### src/rtl/mem_access_unit.sv
// Load/store sequencer for the data port of the unified byte-addressable memory.
// Misaligned halfword/word accesses are split into byte accesses and reassembled.
module mem_access_unit #(
    parameter int ADDR_W           = 10,
    parameter bit SPLIT_MISALIGNED = 1'b1
) (
    input  logic              clk,
    input  logic              rst,
    input  logic              req_valid,
    input  logic              req_write,
    input  logic [2:0]        req_func3,
    input  logic [ADDR_W-1:0] req_addr,
    input  logic [31:0]       req_wdata,
    output logic              req_ready,
    output logic              resp_valid,
    output logic [31:0]       resp_rdata,
    output logic              resp_err,
    output logic              mem_read,
    output logic              mem_write,
    output logic [ADDR_W-1:0] mem_addr,
    output logic [2:0]        mem_func3,
    output logic [31:0]       mem_wdata,
    input  logic [31:0]       mem_rdata
);

    typedef enum logic [1:0] {
        S_IDLE   = 2'd0,
        S_ACCESS = 2'd1,
        S_DONE   = 2'd2
    } state_t;

    state_t              state_q;
    logic [1:0]          cnt_q;
    logic                busy_q;
    logic [ADDR_W-1:0]   addr_q;
    logic [2:0]          func3_q;
    logic [31:0]         wdata_q;
    logic                write_q;
    logic [31:0]         buf_q;
    logic                req_ready_q;
    logic                resp_valid_q;
    logic [31:0]         resp_rdata_q;
    logic                resp_err_q;
    logic                mem_read_q;
    logic                mem_write_q;
    logic [ADDR_W-1:0]   mem_addr_q;
    logic [2:0]          mem_func3_q;
    logic [31:0]         mem_wdata_q;

    logic                illegal_d;
    logic                misal_d;
    logic [1:0]          last_idx_d;
    logic [1:0]          next_cnt_d;
    logic [31:0]         asm_d;
    logic [31:0]         ext_d;

    function automatic logic [7:0] byte_sel(input logic [31:0] w, input logic [1:0] idx);
        logic [7:0] b;
        case (idx)
            2'd0:    b = w[7:0];
            2'd1:    b = w[15:8];
            2'd2:    b = w[23:16];
            2'd3:    b = w[31:24];
            default: b = 8'h00;
        endcase
        return b;
    endfunction

    // Decode of the latched request and byte reassembly of split loads.
    always_comb begin
        illegal_d  = (func3_q == 3'b011) || (func3_q[2:1] == 2'b11) || (write_q && func3_q[2]);
        misal_d    = ((func3_q[1:0] == 2'b01) && addr_q[0]) ||
                     ((func3_q[1:0] == 2'b10) && (addr_q[1:0] != 2'b00));
        last_idx_d = (func3_q[1:0] == 2'b10) ? 2'd3 : 2'd1;
        next_cnt_d = cnt_q + 2'd1;
        asm_d      = buf_q;
        case (cnt_q)
            2'd0:    asm_d[7:0]   = mem_rdata[7:0];
            2'd1:    asm_d[15:8]  = mem_rdata[7:0];
            2'd2:    asm_d[23:16] = mem_rdata[7:0];
            2'd3:    asm_d[31:24] = mem_rdata[7:0];
            default: asm_d        = buf_q;
        endcase
        if (func3_q[1:0] == 2'b01) begin
            ext_d = {(func3_q[2] ? 16'h0000 : {16{asm_d[15]}}), asm_d[15:0]};
        end else begin
            ext_d = asm_d;
        end
    end

    // Sequencer FSM; every output is registered here.
    always_ff @(posedge clk) begin
        if (rst) begin
            state_q      <= S_IDLE;
            cnt_q        <= 2'd0;
            busy_q       <= 1'b0;
            addr_q       <= '0;
            func3_q      <= 3'b000;
            wdata_q      <= 32'h0000_0000;
            write_q      <= 1'b0;
            buf_q        <= 32'h0000_0000;
            req_ready_q  <= 1'b1;
            resp_valid_q <= 1'b0;
            resp_rdata_q <= 32'h0000_0000;
            resp_err_q   <= 1'b0;
            mem_read_q   <= 1'b0;
            mem_write_q  <= 1'b0;
            mem_addr_q   <= '0;
            mem_func3_q  <= 3'b000;
            mem_wdata_q  <= 32'h0000_0000;
        end else begin
            case (state_q)
                S_IDLE: begin
                    resp_valid_q <= 1'b0;
                    resp_rdata_q <= 32'h0000_0000;
                    resp_err_q   <= 1'b0;
                    if (req_valid) begin
                        addr_q      <= req_addr;
                        func3_q     <= req_func3;
                        wdata_q     <= req_wdata;
                        write_q     <= req_write;
                        cnt_q       <= 2'd0;
                        busy_q      <= 1'b0;
                        buf_q       <= 32'h0000_0000;
                        req_ready_q <= 1'b0;
                        state_q     <= S_ACCESS;
                    end else begin
                        req_ready_q <= 1'b1;
                    end
                end
                S_ACCESS: begin
                    if (!busy_q) begin
                        // First cycle only decodes; the first memory beat is launched from here.
                        if (illegal_d || (misal_d && !SPLIT_MISALIGNED)) begin
                            resp_valid_q <= 1'b1;
                            resp_err_q   <= 1'b1;
                            resp_rdata_q <= 32'h0000_0000;
                            state_q      <= S_DONE;
                        end else begin
                            busy_q      <= 1'b1;
                            mem_read_q  <= !write_q;
                            mem_write_q <= write_q;
                            mem_addr_q  <= addr_q;
                            if (misal_d) begin
                                mem_func3_q <= write_q ? 3'b000 : 3'b100;
                                mem_wdata_q <= write_q ? {24'h00_0000, byte_sel(wdata_q, 2'd0)} : 32'h0000_0000;
                            end else begin
                                mem_func3_q <= func3_q;
                                mem_wdata_q <= wdata_q;
                            end
                        end
                    end else if (!misal_d || (cnt_q == last_idx_d)) begin
                        if (write_q) begin
                            resp_rdata_q <= 32'h0000_0000;
                        end else if (misal_d) begin
                            resp_rdata_q <= ext_d;
                        end else begin
                            resp_rdata_q <= mem_rdata;
                        end
                        buf_q        <= write_q ? buf_q : asm_d;
                        resp_valid_q <= 1'b1;
                        resp_err_q   <= 1'b0;
                        mem_read_q   <= 1'b0;
                        mem_write_q  <= 1'b0;
                        mem_addr_q   <= '0;
                        mem_func3_q  <= 3'b000;
                        mem_wdata_q  <= 32'h0000_0000;
                        state_q      <= S_DONE;
                    end else begin
                        buf_q       <= asm_d;
                        cnt_q       <= next_cnt_d;
                        mem_addr_q  <= addr_q + ADDR_W'(next_cnt_d);
                        mem_wdata_q <= write_q ? {24'h00_0000, byte_sel(wdata_q, next_cnt_d)} : 32'h0000_0000;
                    end
                end
                S_DONE: begin
                    resp_valid_q <= 1'b0;
                    resp_rdata_q <= 32'h0000_0000;
                    resp_err_q   <= 1'b0;
                    busy_q       <= 1'b0;
                    cnt_q        <= 2'd0;
                    req_ready_q  <= 1'b1;
                    state_q      <= S_IDLE;
                end
                default: begin
                    state_q      <= S_IDLE;
                    busy_q       <= 1'b0;
                    cnt_q        <= 2'd0;
                    req_ready_q  <= 1'b1;
                    resp_valid_q <= 1'b0;
                    resp_rdata_q <= 32'h0000_0000;
                    resp_err_q   <= 1'b0;
                    mem_read_q   <= 1'b0;
                    mem_write_q  <= 1'b0;
                end
            endcase
        end
    end

    assign req_ready  = req_ready_q;
    assign resp_valid = resp_valid_q;
    assign resp_rdata = resp_rdata_q;
    assign resp_err   = resp_err_q;
    assign mem_read   = mem_read_q;
    assign mem_write  = mem_write_q;
    assign mem_addr   = mem_addr_q;
    assign mem_func3  = mem_func3_q;
    assign mem_wdata  = mem_wdata_q;

endmodule

### config.mk
export PLATFORM = sky130hd
export DESIGN_NAME = mem_access_unit
export DESIGN_NICKNAME = d
export VERILOG_FILES = /design/src/rtl/mem_access_unit.sv
export SDC_FILE = /design/constraint.sdc
export NUM_CORES = 1
export LEC_CHECK = 0
export BUFFER_PORTS_ARGS = -buffer_cell sky130_fd_sc_hd__clkbuf_2
export CORE_MARGIN = 2
export CORE_UTILIZATION = 45
export DETAILED_ROUTE_END_ITERATION = 10
export PLACE_DENSITY = 0.65
export SYNTH_ARGS = -nofsm -noshare
export SYNTH_HDL_FRONTEND = slang
export SYNTH_SLANG_ARGS = --single-unit
export TNS_END_PERCENT = 30
### constraint.sdc
create_clock -name clk -period 4.65 [get_ports clk]
set_input_delay 0.93 -clock clk [delete_from_list [all_inputs] [get_ports clk]]
set_output_delay 0.93 -clock clk [all_outputs]
set_load 0.02 [all_outputs]
==> results of run 1 <==
-- metal layers --
metal	vias up	GRT usage, %	wire length, um
met3	17	4.36	1330
met5	-	0	0
met1	2898	35.6	8900
met4	0	6.99	243
li1	2875	-	-
met2	248	34.3	8090
-- worst max-delay path, delay by kind of cell, from the launching register on --
kind            cells  cell delay [ns]
compound gates      3             0.75
flops               1             0.42
simple gates        2             1.60
-- layout make-up --
type | count | area, um^2 | share of cell area [%]
Sequential cell | 165 | 3300 | 40.7
Clock buffer | 17 | 425 | 5.24
Tap cell | 184 | 230 | 2.83
Multi-Input combinational cell | 490 | 3080 | 38.0
Timing Repair Buffer | 168 | 856 | 10.5
Clock inverter | 15 | 179 | 2.20
Inverter | 12 | 45.0 | 0.555
-- cell families after synthesis --
| family | synth area share [%] |
|---|---|
| AOI/OAI and AO/OA | 25.5 |
| and+or+nand+nor | 13.2 |
| DFF | 49.6 |
| buffers and inverters | 4.02 |
| muxes | 4.98 |
| adders and majority gates | 1.99 |
| xor gates and xnor gates | 0.658 |
-- cells in the mapped netlist, types with 3 or more instances --
library cell | instances | area (um^2)
xnor2_1 | 3 | 26.3
nor3_1 | 8 | 40.0
clkbuf_1 | 27 | 101
inv_1 | 12 | 45.0
a32o_1 | 9 | 90.1
and3_1 | 4 | 25.0
a22o_1 | 31 | 272
nor2_1 | 25 | 93.8
nand2b_1 | 4 | 25.0
a222oi_1 | 8 | 80.1
nand2_1 | 142 | 533
o2bb2ai_1 | 64 | 561
ha_1 | 9 | 113
o21ai_0 | 15 | 75.1
a21oi_1 | 71 | 355
buf_1 | 5 | 18.8
mux2i_1 | 32 | 320
a22oi_1 | 17 | 128
dfxtp_1 | 165 | 3300
and2_1 | 3 | 18.8
buf_2 | 16 | 80.1
nor2b_1 | 3 | 18.8
nand3_1 | 15 | 75.1
-- flip-flops by register name (all words and copies together), names as in the netlist, 2 cells and up --
signal and count:
cnt_q 2, mem_func3 3, resp_rdata 32, wdata_q 32, mem_wdata 32, addr_q 10, mem_addr 10, state_q 2
func3_q 3, buf_q 32
-- through the flow --
| step | std cells | total power (uW) | hold WS [ns] |
|---|---|---|---|
| final | 1051 | 3340 | 0.457 |
| after CTS | 1051 | 3350 | 0.461 |
| after floorplan | 717 | 1790 | 0.429 |
| after global routing | 1051 | 3470 | 0.475 |
| after global placement | 1019 | 1920 | 0.442 |
| after detailed placement | 1019 | 1930 | 0.445 |
-- where the power goes --
group	internal (uW)	switching, uW
clock network	849	590
logic	124	249
registers	1470	57.6
-- worst max path at each step --
stage / from / endpoint / depth (start not counted)
CTS: func3_q[1]$_SDFFE_PP0P_ / resp_rdata[29]$_SDFFE_PP0P_ / 5
global route: func3_q[1]$_SDFFE_PP0P_ / resp_rdata[29]$_SDFFE_PP0P_ / 5
global placement: rst / resp_rdata[5]$_SDFFE_PP0P_ / 5
floorplan: cnt_q[0]$_SDFFE_PP0P_ / mem_addr[8]$_SDFFE_PP0P_ / 9
finish: func3_q[1]$_SDFFE_PP0P_ / resp_rdata[16]$_SDFFE_PP0P_ / 5
detailed placement: func3_q[1]$_SDFFE_PP0P_ / resp_rdata[25]$_SDFFE_PP0P_ / 5
-- cells in the final DEF (no fill, tap or decap), types with 4 or more instances in the layout --
cell / count
buf_4: 6
mux2i_1: 32
inv_1: 12
nand3_1: 15
nor2_1: 25
a32o_1: 9
o21ai_0: 15
a222oi_1: 8
o2bb2ai_1: 64
and3_1: 4
nand2b_1: 4
dfxtp_1: 165
ha_1: 9
nor3_1: 8
clkbuf_2: 162
a22o_1: 31
clkbuf_16: 17
clkinvlp_4: 4
inv_6: 4
a21oi_1: 71
nand2_1: 142
a22oi_1: 17
==> qor.csv, run 1 <==
stage,metric,value,unit
place,I/O Buffers,162,
worst_setup_path,r2r endpoint,resp_rdata[16]$_SDFFE_PP0P_,
clocking,Inserted Clock Buffers,17,
run_status,status,"finished, final reports clean",
grt,first-pass GRT wire length,30.0,mm
detailed_routing,Routed WL,18.6,mm
worst_setup_path,crit path cell chain,"nand2b_1, o22a_2, o21ai_2, or4_1, o2bb2ai_1",
place,Placed Area,7520,um^2
floorplan,die area,15800,um^2
timing,Setup TNS Final,0,ns
synthesis,Syn Area/Cell,9.28,um^2
synthesis,Syn Inst Count,717,
job,max-cap check violation count,0,
floorplan,Die Ht,126,um
worst_hold_path,class of the worst hold path,flip-flop to flip-flop,
worst_setup_path,Slowest Stage Delay on Critical Path,0.96,ns
place,DP Worst Slack,1.82,ns
timing,RSZ-0062 raised after global routing,false,
clocking,clock insertion delay at the later pin of the skew report,0.42,ns
worst_setup_path,classification of the worst setup path,flip-flop to flip-flop,
floorplan,num rows,44,
power,P_leak,0.00335,uW
floorplan,total core area,14500,um^2
grt,total track usage,23.6,%
detailed_routing,DRT Pass-1 Iters,7,
synthesis,net count after synthesis,808,
timing,Slew @ Worst Pin,1.18,ns
timing,Max Clock Freq,345,MHz
worst_setup_path,Startpoint Class,flip-flop,
timing,Tmin final,2.90,ns
synthesis,"FFs w/ async S/R, synth",0,%
cells_and_area,Syn-to-layout area delta,22.1,%
place,Post-DP HPWL,13.1,mm
grt,initial antenna violation count,0,
worst_hold_path,Hold Path Sink,wdata_q[5]$_SDFFE_PP0P_,
synthesis,Seq cells post-synth,165,
worst_setup_path,slowest CP cell,or4_1,
grt,GRT overflow,0,
timing,PnR worst setup slack,1.75,ns
cells_and_area,FILL cells,1304,
synthesis,"Cell Area, Synth",6650,um^2
worst_setup_path,worst r2r src,func3_q[1]$_SDFFE_PP0P_,
detailed_routing,antenna-violating nets left,0,
clocking,PostCTS Resize Cnt,0,
worst_setup_path,Crit path arrival time,3.23,ns
clocking,CTS tree,yes,
grt,number of global-route vias before repair,5616,
floorplan,IO Pins,163,
floorplan,die span in x,126,um
synthesis,Synth cell types,46,
detailed_routing,DRC,0,
power,power density cells,412,nW/um^2
clocking,post-CTS setup buffer count,0,
worst_setup_path,worst r2r path cells,5,
clocking,cts hold-fix bufs,0,
cells_and_area,nets@finish,945,
synthesis,Yosys Warn Count,0,
synthesis,sequential area share after synthesis,49.6,%
synthesis,Post-synth top flop,dfxtp_1,
clocking,Bufs on Longest Clock Path,2,
worst_hold_path,Hold Crit Start,wdata_q[5]$_SDFFE_PP0P_,
detailed_routing,Routed WL per cell,17.7,um
power,maximum resistive drop on vdd,0.255,mV
cells_and_area,layout cells sized above 1,24.0,%
worst_setup_path,CP endpoint kind,flip-flop,
clocking,CTS root buf,clkbuf_16,
timing,clk_skew,0.00748,ns
floorplan,Starting Density,46.0,%
worst_setup_path,"critical path fanouts, max",32,
cells_and_area,ant diodes,0,
synthesis,Post-synth EDFFs,0,
worst_hold_path,hold-critical path depth,2,
timing,period utilization,62.3,%
timing,Finish-stage setup viols,0,
detailed_routing,Detailed Route Iter0 Violations,634,
worst_setup_path,R2R Setup Slk,1.75,ns
place,RD Place Congestion,0.888,
clocking,Sink Count,165,
clocking,Clock transition at path regs,0.06,ns
cells_and_area,final core utilization,56.1,%
timing,Final Hold Viols,0,
timing,Slew HR,21.4,%
grt,largest net degree at the start of global routing,48,
detailed_routing,total vias in the final route,6038,
worst_setup_path,WP data required,4.98,ns
timing,fin. max-slew vios,0,
clocking,H-tree depth,4,
cells_and_area,final instance area,8120,um^2
detailed_routing,via-per-instance ratio,5.75,
Power figures use the tool's default switching activity.
==> inputs of run 2 (changes only) <==
--- a/config.mk
+++ b/config.mk
@@ -5,11 +5,12 @@
 export SDC_FILE = /design/constraint.sdc
 export NUM_CORES = 1
 export LEC_CHECK = 0
+export ABC_AREA = 1
 export BUFFER_PORTS_ARGS = -buffer_cell sky130_fd_sc_hd__clkbuf_2
 export CORE_MARGIN = 2
 export CORE_UTILIZATION = 45
 export DETAILED_ROUTE_END_ITERATION = 10
-export PLACE_DENSITY = 0.65
+export PLACE_DENSITY = 0.66
 export SYNTH_ARGS = -nofsm -noshare
 export SYNTH_HDL_FRONTEND = slang
 export SYNTH_SLANG_ARGS = --single-unit
==> constraint.sdc (replaced) <==
create_clock -name clk -period 2.4 [get_ports clk]
set_input_delay 0.48 -clock clk [delete_from_list [all_inputs] [get_ports clk]]
set_output_delay 0.48 -clock clk [all_outputs]
set_load 0.02 [all_outputs]
==> qor.csv, run 2 <==
stage,metric,value,unit,change
synthesis,"Cell Area, Synth",8020,um^2,was 6650 um^2
worst_setup_path,classification of the worst setup path,flip-flop to flip-flop,,unchanged
synthesis,Syn Area/Cell,6.64,um^2,was 9.28 um^2
floorplan,Die Ht,138,um,was 126 um
synthesis,most common library cells after synthesis,"nand2_1 (344), nor2_1 (215), dfxtp_1 (165)",,"was dfxtp_1 (165), nand2_1 (142), a21oi_1 (71)"
worst_setup_path,worst r2r path cells,9,,was 5
synthesis,net count after synthesis,1298,,was 808
synthesis,Synth cell types,40,,was 46
worst_setup_path,Crit path arrival time,2.46,ns,was 3.23 ns
synthesis,Post-synth top flop,dfxtp_1,,unchanged
floorplan,IO Pins,163,,unchanged
power,power density cells,793,nW/um^2,was 412 nW/um^2
synthesis,Yosys Warn Count,0,,unchanged
synthesis,cell taking the most area after synthesis,dfxtp_1,,unchanged
grt,first-pass GRT wire length,36.4,mm,was 30.0 mm
clocking,Sink Count,165,,unchanged
timing,Finish-stage setup viols,0,,unchanged
cells_and_area,final instance area,9580,um^2,was 8120 um^2
worst_setup_path,r2r endpoint,resp_rdata[23]$_SDFFE_PP0P_,,was resp_rdata[16]$_SDFFE_PP0P_
worst_setup_path,R2R Setup Slk,0.31,ns,was 1.75 ns
synthesis,top-count cell post-synth,nand2_1,,was dfxtp_1
cells_and_area,Syn-to-layout area delta,19.4,%,was 22.1%
cells_and_area,nets@finish,1429,,was 945
grt,total track usage,24.7,%,was 23.6%
power,clock share of power,36.2,%,was 43.0%
grt,largest net degree at the start of global routing,65,,was 48
timing,clk_skew,0.00955,ns,was 0.00748 ns
synthesis,synth top area cells,"dfxtp_1 (41%), nand2_1 (16%), nor2_1 (10%)",,"was dfxtp_1 (50%), o2bb2ai_1 (8.4%), nand2_1 (8.0%)"
detailed_routing,Routed WL,22.9,mm,was 18.6 mm
worst_setup_path,"critical path fanouts, max",16,,was 32
detailed_routing,Detailed Route Iter0 Violations,643,,was 634
power,switching power as a share of total power,33.1,%,was 26.8%
cells_and_area,Multi-input gate area,4110,um^2,was 3080 um^2
power,P_leak,0.00424,uW,was 0.00335 uW
synthesis,Synth top area share,41.2,%,was 49.6%
cells_and_area,FILL cells,1757,,was 1304
job,max-cap check violation count,0,,unchanged
cells_and_area,"commonest non-fill, non-tap cell in the layout",nand2_1,,was dfxtp_1
floorplan,die area,18900,um^2,was 15800 um^2
worst_hold_path,Hold Crit Start,req_wdata[11],,was wdata_q[5]$_SDFFE_PP0P_
detailed_routing,DRT Pass-1 Iters,6,,was 7
worst_setup_path,Startpoint Class,flip-flop,,unchanged
grt,initial antenna violation count,0,,unchanged
timing,Setup TNS Final,0,ns,unchanged
detailed_routing,via-per-instance ratio,5.09,,was 5.75
worst_hold_path,class of the worst hold path,primary input to flip-flop,,was flip-flop to flip-flop
clocking,H-tree depth,4,,unchanged
clocking,Inserted Clock Buffers,17,,unchanged
grt,GRT overflow,0,,unchanged
clocking,CTS root buf,clkbuf_16,,unchanged
floorplan,num rows,48,,was 44
power,Seq pwr share,41.1,%,was 45.8%
timing,Final Hold Viols,0,,unchanged
clocking,Bufs on Longest Clock Path,2,,unchanged
place,I/O Buffers,162,,unchanged
timing,Max Clock Freq,479,MHz,was 345 MHz
synthesis,Syn Inst Count,1207,,was 717
detailed_routing,total vias in the final route,8019,,was 6038
synthesis,"FFs w/ async S/R, synth",0,%,unchanged
timing,RSZ-0062 raised after global routing,false,,unchanged
timing,period utilization,87.0,%,was 62.3%
place,Post-DP HPWL,15.9,mm,was 13.1 mm
worst_hold_path,hold-critical path depth,3,,was 2
cells_and_area,Seq. cell area,3300,um^2,unchanged
worst_setup_path,CP endpoint kind,flip-flop,,unchanged
worst_setup_path,WP data required,2.77,ns,was 4.98 ns
timing,PnR worst setup slack,0.311,ns,was 1.75 ns
cells_and_area,layout cells sized above 1,18.3,%,was 24.0%
worst_hold_path,Hold Path Sink,wdata_q[11]$_SDFFE_PP0P_,,was wdata_q[5]$_SDFFE_PP0P_
cells_and_area,"commonest cells after routing, fill and taps aside","nand2_1 (344), nor2_1 (214), dfxtp_1 (165), clkbuf_2 (162), a21oi_1 (121)",,"was dfxtp_1 (165), clkbuf_2 (162), nand2_1 (142), a21oi_1 (71), o2bb2ai_1 (64)"
power,Comb pwr share,22.7,%,was 11.2%
place,RD Place Congestion,0.867,,was 0.888
timing,fin. max-slew vios,0,,unchanged
run_status,status,"finished, final reports clean",,unchanged
timing,Slew HR,60.4,%,was 21.4%
power,maximum resistive drop on vdd,0.641,mV,was 0.255 mV
floorplan,total core area,17400,um^2,was 14500 um^2
synthesis,Post-synth EDFFs,0,,unchanged
timing,Tmin final,2.09,ns,was 2.90 ns
place,DP Worst Slack,0.205,ns,was 1.82 ns
clocking,CTS tree,yes,,unchanged
floorplan,die span in x,138,um,was 126 um
place,Placed Area,8980,um^2,was 7520 um^2
timing,Slew @ Worst Pin,0.594,ns,was 1.18 ns
clocking,cts hold-fix bufs,0,,unchanged
clocking,clock insertion delay at the later pin of the skew report,0.43,ns,was 0.42 ns
detailed_routing,antenna-violating nets left,0,,unchanged
detailed_routing,DRC,0,,unchanged
synthesis,sequential area share after synthesis,41.2,%,was 49.6%
floorplan,Starting Density,46.2,%,was 46.0%
worst_setup_path,worst r2r src,cnt_q[1]$_SDFFE_PP0P_,,was func3_q[1]$_SDFFE_PP0P_
power,switching pwr,2510,uW,was 897 uW
power,P_int,5080,uW,was 2450 uW
clocking,Clock transition at path regs,0.07,ns,was 0.06 ns
cells_and_area,ant diodes,0,,unchanged
grt,number of global-route vias before repair,7217,,was 5616
synthesis,Seq cells post-synth,165,,unchanged
detailed_routing,Routed WL per cell,14.5,um,was 17.7 um
[run 2: cell types whose count changed after synthesis, sizes merged, moves of 29 or more]
cell / previous run / this run
nor2: 28 / 218
o21ai: 17 / 93
nand2: 142 / 347
a21oi: 73 / 122
nand3: 15 / 67
a22o: 31 / 0
o2bb2ai: 64 / 0
inv: 12 / 59
mux2i: 32 / 3
[run 2: how the worst max path moves through the flow]
stage / to / start / cells after the start / slack, ns
after floorplan: mem_addr[8]$_SDFFE_PP0P_ / cnt_q[0]$_SDFFE_PP0P_ / 11 / 0.38
after global placement: mem_addr[8]$_SDFFE_PP0P_ / cnt_q[0]$_SDFFE_PP0P_ / 11 / 0.29
after detailed placement: mem_addr[8]$_SDFFE_PP0P_ / cnt_q[1]$_SDFFE_PP0P_ / 11 / 0.20
after CTS: mem_addr[8]$_SDFFE_PP0P_ / cnt_q[1]$_SDFFE_PP0P_ / 11 / 0.21
after global routing: mem_addr[6]$_SDFFE_PP0P_ / cnt_q[1]$_SDFFE_PP0P_ / 11 / 0.03
final: resp_rdata[23]$_SDFFE_PP0P_ / cnt_q[1]$_SDFFE_PP0P_ / 9 / 0.31
[run 2: worst max-delay path: stages, from the launching register on]
cell     delay, ns
dfxtp_1       0.40
inv_1         0.14
ha_1          0.23
o21ai_0       0.26
nand2_1       0.09
nand2_1       0.43
o21ai_0       0.22
nand2_1       0.10
nand2_1       0.05
a21oi_1       0.10
[run 2: power groups by stage]
stage	Sequential (uW)	Combinational, uW	Clock (uW)
2_1_floorplan	3220	1180	0
3_3_place_gp	3170	1710	0
3_5_place_dp	3180	1720	0
4_1_cts	3120	1730	2800
5_1_grt	3150	1950	2900
6_report	3120	1730	2750
[run 2: stage by stage]
| stage | instances | power, uW | hold WS, ns | util (%) |
|---|---|---|---|---|
| after detailed placement | 1544 | 4900 | 0.457 | 51.8 |
| after CTS | 1576 | 7640 | 0.280 | 55.2 |
| after floorplan | 1207 | 4400 | 0.444 | - |
| final | 1576 | 7590 | 0.291 | 55.2 |
| after global placement | 1544 | 4880 | 0.453 | 51.8 |
| after global routing | 1576 | 8000 | 0.286 | 55.2 |
[run 2: routing by layer]
metal,global-route usage (%),up-vias,part of all wire [%]
met3,5.89,32,6.6
met2,39.7,290,46
li1,-,4123,-
met5,0,-,0
met4,7.79,0,2.1
met1,32.7,3574,45
[run 2: layout make-up]
cell class | instances | share of cell area [%]
clock inverters | 12 | 1.37
repair buffers | 187 | 11.1
well taps | 225 | 2.94
flip-flops and latches | 165 | 34.5
inverters | 61 | 2.42
clock buffers | 20 | 4.77
multi-input cells | 906 | 42.9
[run 2: timing repair]
item	4_1_cts	5_1_grt
resized for setup	0	1
setup buffers	0	0
endpoints found under the setup margin	0	2
endpoints found under the hold margin	0	0
[run 2: logic make-up (layout without fill, tap and decap cells)]
kind of cell	Yosys count	after routing	synth area share, %
mux	4	4	0.515
fa+ha+maj	10	10	1.65
compound gates	229	229	14.9
buf+inv	136	280	7.69
simple gates	661	661	33.9
xor+xnor	2	2	0.218
flops	165	165	41.2
==> inputs of run 3 (changes only) <==
--- a/config.mk
+++ b/config.mk
@@ -11,6 +11,7 @@
 export CORE_UTILIZATION = 45
 export DETAILED_ROUTE_END_ITERATION = 10
 export PLACE_DENSITY = 0.66
+export RECOVER_POWER = 25
 export SYNTH_ARGS = -nofsm -noshare
 export SYNTH_HDL_FRONTEND = slang
 export SYNTH_SLANG_ARGS = --single-unit
==> qor.csv, run 3 (same netlist as run 2, synthesis figures left out) <==
stage,metric,value,unit,change
timing,clk_skew,0.00876,ns,was 0.00955 ns
cells_and_area,final instance area,9500,um^2,was 9580 um^2
clocking,post-CTS setup buffer count,0,,unchanged
cells_and_area,ant diodes,0,,unchanged
floorplan,die span in x,138,um,unchanged
power,P_leak,0.00404,uW,was 0.00424 uW
place,Post-DP HPWL,15.9,mm,unchanged
worst_setup_path,slowest CP cell,nand2_1,,unchanged
floorplan,num rows,48,,unchanged
timing,Finish-stage setup viols,0,,unchanged
detailed_routing,Routed WL per cell,14.6,um,was 14.5 um
detailed_routing,DRT Pass-1 Iters,5,,was 6
detailed_routing,Routed WL,23.0,mm,was 22.9 mm
cells_and_area,layout cells sized above 1,14.0,%,was 18.3%
clocking,Bufs on Longest Clock Path,2,,unchanged
floorplan,total core area,17400,um^2,unchanged
timing,period utilization,87.4,%,was 87.0%
cells_and_area,"commonest cells after routing, fill and taps aside","nand2_1 (344), nor2_1 (214), dfxtp_1 (165), a21oi_1 (121), clkbuf_2 (105)",,"was nand2_1 (344), nor2_1 (214), dfxtp_1 (165), clkbuf_2 (162), a21oi_1 (121)"
place,RD Place Congestion,0.867,,unchanged
grt,number of global-route vias before repair,7217,,unchanged
worst_hold_path,class of the worst hold path,primary input to flip-flop,,unchanged
clocking,CTS tree,yes,,unchanged
floorplan,IO Pins,163,,unchanged
timing,fin. max-slew vios,0,,unchanged
place,I/O Buffers,162,,unchanged
clocking,clock insertion delay at the later pin of the skew report,0.44,ns,was 0.43 ns
grt,total track usage,24.7,%,unchanged
grt,GRT overflow,0,,unchanged
clocking,Clock transition at path regs,0.07,ns,about the same
worst_setup_path,Crit path arrival time,2.46,ns,about the same
timing,Max Clock Freq,477,MHz,was 479 MHz
worst_setup_path,Startpoint Class,flip-flop,,unchanged
detailed_routing,via-per-instance ratio,5.08,,was 5.09
worst_setup_path,crit path cell chain,"inv_1, ha_1, o21ai_0, nand2_1, nand2_1, o21ai_0, nand2_1, nand2_1, a21oi_1",,unchanged
worst_setup_path,"critical path fanouts, max",16,,unchanged
timing,PnR worst setup slack,0.302,ns,was 0.311 ns
worst_hold_path,hold-critical path depth,3,,unchanged
detailed_routing,antenna-violating nets left,0,,unchanged
job,max-cap check violation count,0,,unchanged
timing,Slew HR,40.5,%,was 60.4%
detailed_routing,total vias in the final route,7999,,was 8019
run_status,status,"finished, final reports clean",,unchanged
floorplan,die area,18900,um^2,unchanged
timing,RSZ-0062 raised after global routing,false,,unchanged
place,Placed Area,8980,um^2,unchanged
worst_setup_path,classification of the worst setup path,flip-flop to flip-flop,,unchanged
clocking,Inserted Clock Buffers,17,,unchanged
power,power density cells,797,nW/um^2,was 793 nW/um^2
grt,initial antenna violation count,0,,unchanged
timing,Tmin final,2.10,ns,was 2.09 ns
timing,Final Hold Viols,0,,unchanged
clocking,H-tree depth,4,,unchanged
worst_setup_path,worst r2r path cells,9,,unchanged
worst_setup_path,WP data required,2.77,ns,about the same
place,DP Worst Slack,0.205,ns,unchanged
clocking,CTS root buf,clkbuf_16,,unchanged
timing,Slew @ Worst Pin,0.893,ns,was 0.594 ns
timing,Setup TNS Final,0,ns,unchanged
cells_and_area,FILL cells,1792,,was 1757
worst_setup_path,CP endpoint kind,flip-flop,,unchanged
floorplan,Starting Density,46.2,%,unchanged
grt,largest net degree at the start of global routing,65,,unchanged
timing,final hold slack,0.290,ns,was 0.291 ns
clocking,Sink Count,165,,unchanged
cells_and_area,"commonest non-fill, non-tap cell in the layout",nand2_1,,unchanged
power,maximum resistive drop on vdd,0.636,mV,was 0.641 mV
cells_and_area,Syn-to-layout area delta,18.5,%,was 19.4%
detailed_routing,DRC,0,,unchanged
power,Tot Pwr,7570,uW,was 7590 uW
grt,first-pass GRT wire length,36.4,mm,unchanged
cells_and_area,nets@finish,1429,,unchanged
detailed_routing,Detailed Route Iter0 Violations,665,,was 643
worst_setup_path,crit-path most repeated cell,nand2_1,,unchanged
floorplan,Die Ht,138,um,unchanged
worst_setup_path,Slowest Stage Delay on Critical Path,0.43,ns,about the same
==> run 3: cell types whose count changed in the layout (fill, tap and decap cells not counted) <==
cell,before,now
buf_4,20,19
clkbuf_1,1,59
clkbuf_2,162,105
==> run 3: timing repair <==
item / in CTS / in global routing
endpoints found under the setup margin: 0 / 2
gates resized for setup: 0 / 1
hold endpoints to repair: 0 / 0
hold buffers: 0 / 0
==> run 3: worst max-delay path: cells and delay by family (launching register included) <==
family | cells | cell delay (ns)
adders and majority gates | 1 | 0.23
DFF | 1 | 0.40
AOI/OAI and AO/OA | 3 | 0.59
buffers and inverters | 1 | 0.14
and+or+nand+nor | 4 | 0.67
==> run 3: per-layer routing <==
layer | up-vias | global-route usage (%) | wire, um
met5 | - | 0 | 0
met2 | 283 | 39.7 | 10500
met4 | 0 | 7.79 | 452
met1 | 3567 | 32.7 | 10400
met3 | 32 | 5.89 | 1610
li1 | 4117 | - | -
==> run 3: power by group <==
group | internal, uW | switching, uW
Sequential | 2970 | 153
Clock | 1520 | 1220
Combinational | 574 | 1140
==> run 3: per-stage QoR <==
stage	instances	utilization [%]
2_1_floorplan	1207	-
3_3_place_gp	1544	51.8
3_5_place_dp	1544	51.8
4_1_cts	1576	55.2
5_1_grt	1576	54.7
6_report	1576	54.7
==> run 3: layout make-up <==
type,count,area (um^2),area share (%)
multi-input cells,906,4110,43.3
flip-flops and latches,165,3300,34.8
repair buffers,187,986,10.4
clock buffers,20,457,4.81
well taps,225,282,2.96
inverters,61,231,2.44
clock inverters,12,131,1.38
==> run 3: worst paths after layout <==
kind	startpoint	to	slack, ns
max	cnt_q[1]$_SDFFE_PP0P_	resp_rdata[19]$_SDFFE_PP0P_	0.30
min	req_wdata[11]	wdata_q[11]$_SDFFE_PP0P_	0.29
max reg2reg	cnt_q[1]$_SDFFE_PP0P_	resp_rdata[19]$_SDFFE_PP0P_	0.30
min reg2reg	mem_wdata[16]$_SDFFE_PP0P_	mem_wdata[16]$_SDFFE_PP0P_	0.47
